**config.mk**
```make
export PLATFORM = sky130hd
export DESIGN_NAME = alu_exec_unit
export DESIGN_NICKNAME = d
export VERILOG_FILES = /design/src/rtl/alu_exec_pkg.sv /design/src/rtl/alu_mul_seq.sv /design/src/rtl/alu_exec_unit.sv
export SDC_FILE = /design/constraint.sdc
export NUM_CORES = 1
export LEC_CHECK = 0
export ABC_CLOCK_PERIOD_IN_PS = 4600
export BUFFER_PORTS_ARGS = -buffer_cell sky130_fd_sc_hd__buf_2
export CAP_MARGIN = 20
export CORE_UTILIZATION = 54
export CTS_CLUSTER_DIAMETER = 100
export DETAILED_ROUTE_END_ITERATION = 10
export PLACE_DENSITY = 0.79
export SYNTH_ARGS = -nofsm -noshare
export SYNTH_HDL_FRONTEND = slang
export SYNTH_SLANG_ARGS = --single-unit
```
**constraint.sdc**
```tcl
create_clock -name clk -period 4.6 [get_ports clk]
set_input_delay 0.69 -clock clk [delete_from_list [all_inputs] [get_ports clk]]
set_output_delay 0.69 -clock clk [all_outputs]
set_load 0.01 [all_outputs]
```
**src/rtl/alu_exec_pkg.sv**
```systemverilog
// Shared definitions for the execute-stage ALU: op codes, FSM encoding
// and the signed-overflow helper.
package alu_exec_pkg;

    localparam logic [2:0] ALU_ADD = 3'b000;
    localparam logic [2:0] ALU_SUB = 3'b001;
    localparam logic [2:0] ALU_AND = 3'b010;
    localparam logic [2:0] ALU_OR  = 3'b011;
    localparam logic [2:0] ALU_MUL = 3'b100;
    localparam logic [2:0] ALU_SLT = 3'b101;

    typedef enum logic {
        IDLE = 1'b0,
        BUSY = 1'b1
    } state_t;

    // b_eff is the second operand's sign as seen by the adder (inverted for sub)
    function automatic logic signed_ovf(input logic sign_a, input logic sign_b_eff,
                                        input logic sign_res);
        return (sign_a == sign_b_eff) && (sign_res != sign_a);
    endfunction

endpackage

```
**src/rtl/alu_mul_seq.sv**
```systemverilog
// Iterative shift-add multiplier: one partial product per clock, WIDTH clocks
// per operation, low WIDTH bits of the product only.
module alu_mul_seq
    import alu_exec_pkg::*;
#(
    parameter int WIDTH = 32
) (
    input  logic             clk,
    input  logic             rst,
    input  logic             start,
    input  logic             run,
    input  logic [WIDTH-1:0] a,
    input  logic [WIDTH-1:0] b,
    output logic             done,
    output logic [WIDTH-1:0] product
);

    localparam int CW = $clog2(WIDTH);

    logic [WIDTH-1:0] mcand_r;
    logic [WIDTH-1:0] mplier_r;
    logic [WIDTH-1:0] acc_r;
    logic [CW-1:0]    count_r;
    logic [WIDTH-1:0] acc_nxt_s;

    // Accumulate the current partial product; also the final product on the last step
    always_comb begin
        acc_nxt_s = acc_r;
        if (mplier_r[0]) begin
            acc_nxt_s = acc_r + mcand_r;
        end else begin
            acc_nxt_s = acc_r;
        end
    end

    assign product = acc_nxt_s;
    assign done    = (count_r == {CW{1'b0}});

    // Operand shift registers, accumulator and iteration counter
    always_ff @(posedge clk or posedge rst) begin
        if (rst) begin
            mcand_r  <= {WIDTH{1'b0}};
            mplier_r <= {WIDTH{1'b0}};
            acc_r    <= {WIDTH{1'b0}};
            count_r  <= {CW{1'b0}};
        end else if (start) begin
            mcand_r  <= a;
            mplier_r <= b;
            acc_r    <= {WIDTH{1'b0}};
            count_r  <= CW'(WIDTH - 1);
        end else if (run) begin
            acc_r    <= acc_nxt_s;
            mcand_r  <= {mcand_r[WIDTH-2:0], 1'b0};
            mplier_r <= {1'b0, mplier_r[WIDTH-1:1]};
            if (!done) begin
                count_r <= count_r - CW'(1);
            end else begin
                count_r <= count_r;
            end
        end else begin
            acc_r    <= acc_r;
            mcand_r  <= mcand_r;
            mplier_r <= mplier_r;
            count_r  <= count_r;
        end
    end

endmodule

```
**src/rtl/alu_exec_unit.sv**
```systemverilog
// Execute-stage ALU with valid/ready handshake: single-cycle add/sub/and/or/slt
// and a multi-cycle multiply that stalls issue while it runs.
module alu_exec_unit
    import alu_exec_pkg::*;
#(
    parameter int WIDTH = 32
) (
    input  logic             clk,
    input  logic             rst,
    input  logic             in_valid,
    output logic             in_ready,
    input  logic [2:0]       alu_control,
    input  logic [WIDTH-1:0] src_a,
    input  logic [WIDTH-1:0] src_b,
    output logic             out_valid,
    input  logic             out_ready,
    output logic [WIDTH-1:0] result,
    output logic             zero,
    output logic             overflow
);

    state_t           state_r;
    state_t           state_nxt_s;
    logic             accept_s;
    logic             mul_start_s;
    logic             simple_wr_s;
    logic             mul_wr_s;
    logic             mul_done_s;
    logic [WIDTH-1:0] mul_product_s;
    logic [WIDTH-1:0] sum_s;
    logic [WIDTH-1:0] diff_s;
    logic             ovf_add_s;
    logic             ovf_sub_s;
    logic [WIDTH-1:0] simple_res_s;
    logic             simple_ovf_s;

    // Accepting while a result is pending is only allowed if it drains on the same edge
    assign in_ready    = (state_r == IDLE) & (~out_valid | out_ready);
    assign accept_s    = in_valid & in_ready;
    assign mul_start_s = accept_s & (alu_control == ALU_MUL);
    assign simple_wr_s = accept_s & (alu_control != ALU_MUL);
    assign mul_wr_s    = (state_r == BUSY) & mul_done_s;

    assign sum_s     = src_a + src_b;
    assign diff_s    = src_a - src_b;
    assign ovf_add_s = signed_ovf(src_a[WIDTH-1], src_b[WIDTH-1], sum_s[WIDTH-1]);
    assign ovf_sub_s = signed_ovf(src_a[WIDTH-1], ~src_b[WIDTH-1], diff_s[WIDTH-1]);

    // Single-cycle datapath; reserved codes fall through to a zero result
    always_comb begin
        simple_res_s = {WIDTH{1'b0}};
        simple_ovf_s = 1'b0;
        case (alu_control)
            ALU_ADD: begin
                simple_res_s = sum_s;
                simple_ovf_s = ovf_add_s;
            end
            ALU_SUB: begin
                simple_res_s = diff_s;
                simple_ovf_s = ovf_sub_s;
            end
            ALU_AND: simple_res_s = src_a & src_b;
            ALU_OR:  simple_res_s = src_a | src_b;
            ALU_SLT: simple_res_s = {{(WIDTH-1){1'b0}}, diff_s[WIDTH-1] ^ ovf_sub_s};
            default: begin
                simple_res_s = {WIDTH{1'b0}};
                simple_ovf_s = 1'b0;
            end
        endcase
    end

    // Next-state logic
    always_comb begin
        state_nxt_s = state_r;
        case (state_r)
            IDLE: begin
                if (mul_start_s) begin
                    state_nxt_s = BUSY;
                end else begin
                    state_nxt_s = IDLE;
                end
            end
            BUSY: begin
                if (mul_done_s) begin
                    state_nxt_s = IDLE;
                end else begin
                    state_nxt_s = BUSY;
                end
            end
            default: state_nxt_s = IDLE;
        endcase
    end

    // State register
    always_ff @(posedge clk or posedge rst) begin
        if (rst) begin
            state_r <= IDLE;
        end else begin
            state_r <= state_nxt_s;
        end
    end

    // Result register; a fresh write takes priority over a drain on the same edge
    always_ff @(posedge clk or posedge rst) begin
        if (rst) begin
            out_valid <= 1'b0;
            result    <= {WIDTH{1'b0}};
            zero      <= 1'b0;
            overflow  <= 1'b0;
        end else if (simple_wr_s) begin
            out_valid <= 1'b1;
            result    <= simple_res_s;
            zero      <= (simple_res_s == {WIDTH{1'b0}});
            overflow  <= simple_ovf_s;
        end else if (mul_wr_s) begin
            out_valid <= 1'b1;
            result    <= mul_product_s;
            zero      <= (mul_product_s == {WIDTH{1'b0}});
            overflow  <= 1'b0;
        end else if (out_valid && out_ready) begin
            out_valid <= 1'b0;
        end else begin
            out_valid <= out_valid;
        end
    end

    alu_mul_seq #(
        .WIDTH (WIDTH)
    ) u_mul (
        .clk     (clk),
        .rst     (rst),
        .start   (mul_start_s),
        .run     (state_r == BUSY),
        .a       (src_a),
        .b       (src_b),
        .done    (mul_done_s),
        .product (mul_product_s)
    );

endmodule

```
Word level (Yosys, flattened, before mapping)
Index checks and enable logic that the tools add are counted.
- add/sub/neg operators: 4
- equality and inequality tests: 11
- mux-type cells: 24
- bitwise operators: 12
- reduce and logical (&&, ||, !) cells: 11
- operators with widths (cell ; count):
    two-way mux 32 bit ; 9
    one-hot mux 32 bit (5 select lines) ; 1
    adder 32 bit ; 2
    zero test 32 bit ; 2
    AND 32 bit ; 1
    bitwise OR 32 bit ; 1
    subtractor 32 bit ; 1
    two-way mux 5 bit ; 3
    two-way mux 1 bit ; 9
    equality test 3 x 2 -> 1 bit (second input constant) ; 2
    equality test 3 bit (second input constant) ; 2
    AND 1 bit ; 5
    zero test 5 bit ; 1
    subtractor 5 x 1 -> 5 bit (second input constant) ; 1
    one-hot mux 1 bit (2 select lines) ; 2
    nonzero test 2 bit ; 2
    equality test 3 x 1 -> 1 bit (second input constant) ; 1
    logical AND 1 bit ; 3
    zero test 3 bit ; 1
    != test 3 bit (second input constant) ; 1
    NOT 1 bit ; 3
    nonzero test 3 bit ; 1
    equality test 1 bit ; 2
    != test 1 bit ; 2
    4 further kinds ; 4
- bits in registers: 137
- output and inout port bits: 36
- word-level logic and storage cells: 71

Longest topological paths before layout
Gate-level depths: netlist of the first run.
- word-level depth: 7
- gate-level depth with buffers: 16
- mapped depth without buffers: 16

Modules after synthesis
Synthesis of the first run repeated with hierarchy kept, for this count alone.
- cell total of the unflattened synthesis: 1694
- area, all modules: 13322.8 µm²
- by module, submodules not included (module ; instances ; cells each ; area each (µm²)):
    alu_exec_unit ; 1 ; 961 ; 6718.9
    alu_mul_seq ; 1 ; 733 ; 6603.8

Least setup slack after synthesis of the first run
No wires, ideal clock.
- kind: input to register
- start point: in src_a[20]
- end point: reg zero
- library setup time: 0.120 ns
- data arrival time: 3.429 ns
- required time: 4.480 ns
- slack: 1.052 ns
- stages: 15
- cell sequence: inv_1 > ha_1 > clkbuf_1 > and3_1 > and2_1 > a221oi_2 > o211ai_2 > a2111oi_2 > o41ai_1 > a21o_1 > o21ai_1 > xor2_1 > o2111a_1 > a31o_1 > a31o_1
- longest elaborated chain between the ends: 7
- elaborated cells on any way between the ends: 10
- RTL lines (item ; RTL line ; RTL):
    from (decl) ; alu_exec_unit.sv:13 ; input logic [WIDTH-1:0] src_a,
    subtractor 32 bit ; alu_exec_unit.sv:45 ; assign diff_s = src_a - src_b;
    != test 1 bit ; alu_exec_pkg.sv:20 ; return (sign_a == sign_b_eff) && (sign_res != sign_a);
    logical AND 1 bit ; alu_exec_pkg.sv:20 ;
    XOR 1 bit ; alu_exec_unit.sv:64 ; ALU_SLT: simple_res_s = {{(WIDTH-1){1'b0}}, diff_s[WIDTH-1] ^ ovf_sub_s};
    one-hot mux 32 bit (5 select lines) * ; alu_exec_unit.sv:53 ; case (alu_control)
    zero test 32 bit * ; alu_exec_unit.sv:113 ; zero <= (simple_res_s == {WIDTH{1'b0}});
    two-way mux 1 bit * ; alu_exec_unit.sv:110 ; end else if (simple_wr_s) begin
    to (signal assigned) ; alu_exec_unit.sv:113 ;
    to (signal assigned) ; alu_exec_unit.sv:118 ; zero <= (mul_product_s == {WIDTH{1'b0}});
    to (decl) ; alu_exec_unit.sv:18 ; output logic zero,
Every way passes the cells marked *; elsewhere a longest branch is shown, timed or not.
A chain may end at the register's enable or synchronous reset.

Worst setup path in the final report of the first run
- start point: reg u_mul.acc_r[0]
- end point: reg zero
- longest elaborated chain between the ends: 5
- RTL lines (item ; RTL line ; RTL):
    from (decl) ; alu_mul_seq.sv:22 ; logic [WIDTH-1:0] acc_r;
    from (signal assigned) ; alu_mul_seq.sv:44 ; acc_r <= {WIDTH{1'b0}};
    from (signal assigned) ; alu_mul_seq.sv:49 ; acc_r <= {WIDTH{1'b0}};
    from (signal assigned) ; alu_mul_seq.sv:52 ; acc_r <= acc_nxt_s;
    adder 32 bit ; alu_mul_seq.sv:30 ; acc_nxt_s = acc_r + mcand_r;
    two-way mux 32 bit * ; alu_mul_seq.sv:29 ; if (mplier_r[0]) begin
    zero test 32 bit * ; alu_exec_unit.sv:118 ;
    two-way mux 1 bit * ; alu_exec_unit.sv:115 ; end else if (mul_wr_s) begin
    two-way mux 1 bit * ; alu_exec_unit.sv:110 ;
Every way passes the cells marked *; elsewhere a longest branch is shown, timed or not. The select of a mux whose other input is x is not followed.

==> results of run 1 <==
==> per-layer routing <==
metal / track usage / wire length [um] / vias up
met2: 0.553 / 19200 / 555
met1: 0.505 / 19400 / 6183
met5: 0 / 0 / -
met4: 0.106 / 988 / 0
met3: 0.0493 / 3110 / 61
li1: - / - / 5942
==> cell families after synthesis <==
family | share of synthesized area
buffers and inverters | 0.0617
AOI/OAI and AO/OA | 0.263
muxes | 0.0557
adders and majority gates | 0.137
DFF | 0.266
xor gates and xnor gates | 0.0386
and+or+nand+nor | 0.179
==> sequential cells by signal (all words and copies together) (netlist names) <==
| signal | count |
|---|---|
| state_r | 1 |
| u_mul.acc_r | 32 |
| zero | 1 |
| u_mul.mcand_r | 32 |
| u_mul.count_r | 5 |
| overflow | 1 |
| u_mul.mplier_r | 32 |
| result | 32 |
| out_valid | 1 |
==> synthesized netlist by cell type (all sizes together), types with 7 or more instances <==
cell type	n
o311ai	7
xnor2	40
a31oi	11
a221o	9
o21bai	7
nand4	14
nor2b	12
a22oi	63
nand2b	9
xor2	16
a211oi	18
and2	8
clkbuf	63
nand2	224
o21ai	100
o221ai	14
buf	21
inv	116
and4	7
o211ai	24
mux2i	56
nor3	15
or3	11
a31o	8
nor2	130
o31ai	19
dfrtp	137
mux2	12
ha	136
nand3	30
nor4	15
a21oi	134
a21o	23
==> area by class of cell <==
cell class,count,area share
antenna,1,0.000174
clock buffer,18,0.0306
tap,319,0.0278
timing repair buffer,138,0.0537
sequential,137,0.239
inverter,117,0.0309
multi-input combinational,1269,0.605
clock inverter,14,0.0125
==> power by group <==
group	internal (mW)	leakage [nW]	switching, mW
registers	1.70	1.77	0.513
logic	1.51	4.86	2.22
clock network	0.841	0.302	0.668
==> how the worst max path moves through the flow <==
stage / startpoint / to / slack [ns] / depth (start not counted)
floorplan: rst / out_valid / 0.24 / 1
global placement: src_a[1] / zero / 0.32 / 15
detailed placement: src_a[15] / zero / 0.33 / 15
CTS: u_mul.acc_r[0] / zero / 0.52 / 14
global route: u_mul.mcand_r[0] / zero / 0.32 / 14
finish: u_mul.acc_r[0] / zero / 0.40 / 14
==> critical path: stages (launching register included) <==
cell      delay [ns]
dfrtp_1         0.40
ha_1            0.24
fa_1            0.44
a211oi_1        0.34
o211ai_1        0.22
a211oi_1        0.39
o21ai_1         0.22
o22a_1          0.24
a31oi_1         0.21
xnor2_1         0.10
mux2i_1         0.32
nand3_1         0.15
nor4_1          0.43
and4_1          0.29
a31o_1          0.15
==> stage by stage <==
stage,hold WS [ns],instances,power (mW),setup WS [ns],instance area [um^2]
floorplan,0.446,1607,4.75,0.242,12900
global placement,0.458,1980,5.71,0.322,13700
detailed placement,0.463,1980,5.84,0.329,13700
CTS,0.311,2012,7.38,0.518,14400
global route,0.327,2013,7.91,0.324,14400
finish,0.290,2013,7.45,0.400,14400
==> flow_summary_export.csv, run 1 <==
group,metric,value,unit
detailed_routing,drt-total-wl,42.7,mm
clock_tree,cts_max_path_buffers,2,
synth,netlist_area,0.0129,mm^2
synth,synth_top_area_frac,0.266,
floorplanning,die_h,157,um
detailed_routing,dr.pass1.iters,5,
synth,ys_warn_count,0,
run,cap_violations,0,
synth,synth_top_area_cell,"dfrtp_1",
clock_tree,cts_resized,0,
worst_setup_path,reg2reg_slack,0.40,ns
grt,grt_first_pass_wirelength,66.8,mm
detailed_routing,ant_nets,0,
layout,multi_input_area,0.00869,mm^2
synth,synth_ff_type,"dfrtp_1",
synth,ys_seq_area_frac,0.266,
layout,nets,1890,
floorplanning,ios,107,
outcome,status,"complete, no violations",
clock_tree,cts-root-buf,"clkbuf_16",
grt,grt_pass1_vias,12000,
timing,finalSetupViolCount,0,
floorplanning,dieArea,0.0245,mm^2
layout,fill_cells,2085,
synth,syn_nets,1817,
synth,synth.distinct_cells,95,
layout,final_common_cell,"nand2_1",
worst_setup_path,worstReg2RegStart,"u_mul.acc_r[0]",
clock_tree,cts.sinks,137,
timing,period_share,0.913,
power,p_per_area,519,mW/mm^2
detailed_routing,wl_per_cell,21.2,um
worst_setup_path,cp_max_fo,4,
timing,worst_pin_slew,0.854,ns
clock_tree,clk-insertion-delay-late,0.44,ns
worst_setup_path,criticalPathCategory,"flip-flop to flip-flop",
floorplanning,dieWidth,157,um
clock_tree,clk_pin_slew,0.07,ns
timing,maxSlewHeadroom,0.429,
min_path,hold_class,"primary input to async pin",
synth,synth.ff_latch_count,137,
layout,drive_gt1_frac,0.128,
detailed_routing,via_count,12700,
clock_tree,post_cts_buffers,0,
timing,hold_viol_final,0,
clock_tree,cts_htree_levels,4,
clock_tree,cts-buffers-inserted,17,
placement,port-buffer-count,106,
detailed_routing,drc,0,
timing,slew_violations,0,
worst_setup_path,rr_endpoint,"zero",
synth,avgSynthCellArea,8.02,um^2
layout,final_cell_mix,"224 x nand2_1, 136 x ha_1, 136 x dfrtp_1, 132 x a21oi_1, 127 x nor2_1",
layout,regArea,0.00343,mm^2
worst_setup_path,worstSetupStartpointType,"flip-flop",
grt,grt_max_degree,61,
detailed_routing,drtIter0Drc,1402,
placement,hpwl,32.2,mm
grt,antenna_found_initial,1,
worst_setup_path,critPathRequiredTime,4.97,ns
timing,clock_skew,0.0139,ns
clock_tree,cts_tree,"done",
power,vdd_drop_max,0.285,mV
synth,synth_edf_count,0,
timing,tns,0,ns
worst_setup_path,endpoint_kind,"flip-flop",
floorplanning,coreArea,0.0235,mm^2
clock_tree,hold_buffers,0,
timing,finalCriticalPeriod,4.20,ns
floorplanning,rows,56,
power,power_leakage,6.93,nW
detailed_routing,via_per_inst,6.33,
floorplanning,start_util,0.549,
layout,area_growth_syn_to_layout,11.3,%
grt,grtUsageTotal,0.354,
placement,gp_congestion,0.978,
synth,synth_area_leaders,"dfrtp_1 27%, ha_1 13%, nand2_1 6.5%, a21oi_1 5.1%, mux2i_1 4.3%",
layout,post-route-util,0.612,
timing,clock.fmax,238,MHz
grt,grt-ovfl-total,0,
worst_setup_path,worst_r2r_path_depth,14,
synth,syn_inst,1607,
synth,async_reset_ff_frac,1.00,
worst_setup_path,worstPathArrival,4.57,ns
timing,rsz0062_at_grt,"false",
Note: power is estimated with default switching activity, not from simulation.
==> run 2, diff against run 1 <==
--- a/config.mk
+++ b/config.mk
@@ -8,10 +8,10 @@
 export ABC_CLOCK_PERIOD_IN_PS = 4600
 export BUFFER_PORTS_ARGS = -buffer_cell sky130_fd_sc_hd__buf_2
 export CAP_MARGIN = 20
-export CORE_UTILIZATION = 54
+export CORE_UTILIZATION = 55
 export CTS_CLUSTER_DIAMETER = 100
 export DETAILED_ROUTE_END_ITERATION = 10
-export PLACE_DENSITY = 0.79
+export PLACE_DENSITY = 0.8
 export SYNTH_ARGS = -nofsm -noshare
 export SYNTH_HDL_FRONTEND = slang
 export SYNTH_SLANG_ARGS = --single-unit
==> run 2 against run 1 <==
Compared with the run above:
- combinational power barely moved
- worst hold slack better by 0.058 ns
- design area is 0.30% lower
- critical path type unchanged
==> flow_summary_export.csv, run 2 (same netlist as run 1, synthesis figures left out) <==
group,metric,value,unit
floorplanning,dieArea,0.0241,mm^2
layout,nets,1888,
floorplanning,start_util,0.564,
worst_setup_path,max_stage_delay,0.44,ns
clock_tree,post_cts_buffers,0,
clock_tree,clk_pin_slew,0.07,ns
worst_setup_path,cp_max_fo,4,
clock_tree,cts_max_path_buffers,2,
detailed_routing,wl_per_cell,21.3,um
timing,finalSetupViolCount,0,
clock_tree,cts-buffers-inserted,17,
timing,rsz0062_at_grt,"false",
detailed_routing,drc,0,
clock_tree,clk-insertion-delay-late,0.44,ns
timing,maxSlewHeadroom,0.261,
grt,grt_pass1_vias,12000,
clock_tree,cts_resized,0,
grt,grtUsageTotal,0.359,
min_path,hold_class,"primary input to async pin",
placement,gp_congestion,1.01,
detailed_routing,ant_nets,0,
worst_setup_path,worstPathCellList,"ha_1 > fa_1 > a211oi_1 > o211ai_1 > a211oi_1 > o21ai_1 > a31o_1 > xor2_1 > mux2_2 > nor2_1 > nand3_1 > nor4_1 > and4_1 > a31o_1",
timing,period_share,0.880,
grt,antenna_found_initial,2,
timing,finalCriticalPeriod,4.05,ns
clock_tree,hold_buffers,0,
layout,final_common_cell,"nand2_1",
detailed_routing,via_count,12800,
grt,grt-ovfl-total,0,
floorplanning,ios,107,
worst_setup_path,critPathRequiredTime,4.96,ns
worst_setup_path,slowest_stage,"fa_1",
floorplanning,rows,55,
grt,grt_max_degree,82,
detailed_routing,dr.pass1.iters,6,
timing,tns,0,ns
run,cap_violations,0,
layout,area_growth_syn_to_layout,11.0,%
timing,clock.fmax,247,MHz
power,p_per_area,516,mW/mm^2
timing,slew_violations,0,
worst_setup_path,worstSetupStartpointType,"flip-flop",
worst_setup_path,reg2reg_slack,0.55,ns
clock_tree,cts_tree,"done",
outcome,status,"complete, no violations",
clock_tree,cts_htree_levels,4,
worst_setup_path,worstPathArrival,4.41,ns
clock_tree,cts-root-buf,"clkbuf_16",
grt,grt_first_pass_wirelength,67.2,mm
floorplanning,die_h,155,um
timing,worst_pin_slew,1.11,ns
detailed_routing,drt-total-wl,42.8,mm
detailed_routing,drtIter0Drc,1458,
layout,drive_gt1_frac,0.127,
layout,final_cell_mix,"224 x nand2_1, 136 x ha_1, 136 x dfrtp_1, 132 x a21oi_1, 127 x nor2_1",
layout,post-route-util,0.627,
timing,clock_skew,0.0156,ns
floorplanning,coreArea,0.0228,mm^2
clock_tree,cts.sinks,137,
detailed_routing,via_per_inst,6.36,
power,power_leakage,6.91,nW
timing,hold_viol_final,0,
worst_setup_path,crit_buf_inv,0,
floorplanning,dieWidth,155,um
worst_setup_path,criticalPathCategory,"flip-flop to flip-flop",
power,vdd_drop_max,0.299,mV
placement,port-buffer-count,106,
worst_setup_path,path_delay_family,"compound AO/OA/AOI/OAI gates",
placement,hpwl,32.3,mm
worst_setup_path,endpoint_kind,"flip-flop",
==> run 2: cell types whose count changed in the layout (fill, tap and decap cells not counted) <==
cell        previous run  this run
bufinv_16              2         1
clkinv_4               0         1
clkinvlp_4             1         2
buf_4                 32        30
inv_6                  7         6
diode_2                1         2
==> run 2: layout make-up <==
class,instances,area [um^2]
Antenna cell,2,5.00
Clock inverter,14,158
Multi-Input combinational cell,1269,8690
Clock buffer,18,439
Tap cell,313,392
Timing Repair Buffer,136,756
Fill cell,2036,8530
Sequential cell,137,3430
Inverter,117,444
==> run 2: path summary, 6_finish.rpt <==
path | from | end | cells past startpoint
worst max-delay path | u_mul.mcand_r[0] | zero | 14
worst min-delay path | rst | u_mul.mcand_r[5] | 2
worst max register to register | u_mul.mcand_r[0] | zero | 14
worst min register to register | u_mul.mplier_r[5] | u_mul.mplier_r[5] | 2
max in group asynchronous | rst | u_mul.mplier_r[21] | 3
min in group clk | out_ready | out_valid | 2
==> run 2: power by group <==
group          internal, mW  switching [mW]
Sequential             1.70           0.495
Combinational          1.51            2.25
Clock                 0.784           0.651
==> run 2: routing by layer <==
metal  global-route usage  routed length [um]
met1                0.513               19000
met2                0.559               19000
met3               0.0549                3590
met4                0.107                1190
met5                    0                   0
==> run 2: metrics by stage <==
step                total power, mW  setup WS (ns)  hold WS (ns)  cell area (um^2)  instances
finish                         7.39          0.554         0.348             14300       2006
global placement               5.72          0.296         0.458             13700       1972
global route                   7.85          0.390         0.411             14300       2005
floorplan                      4.75          0.242         0.446             12900       1607
detailed placement             5.86          0.313         0.464             13700       1972
CTS                            7.32          0.628         0.389             14300       2004
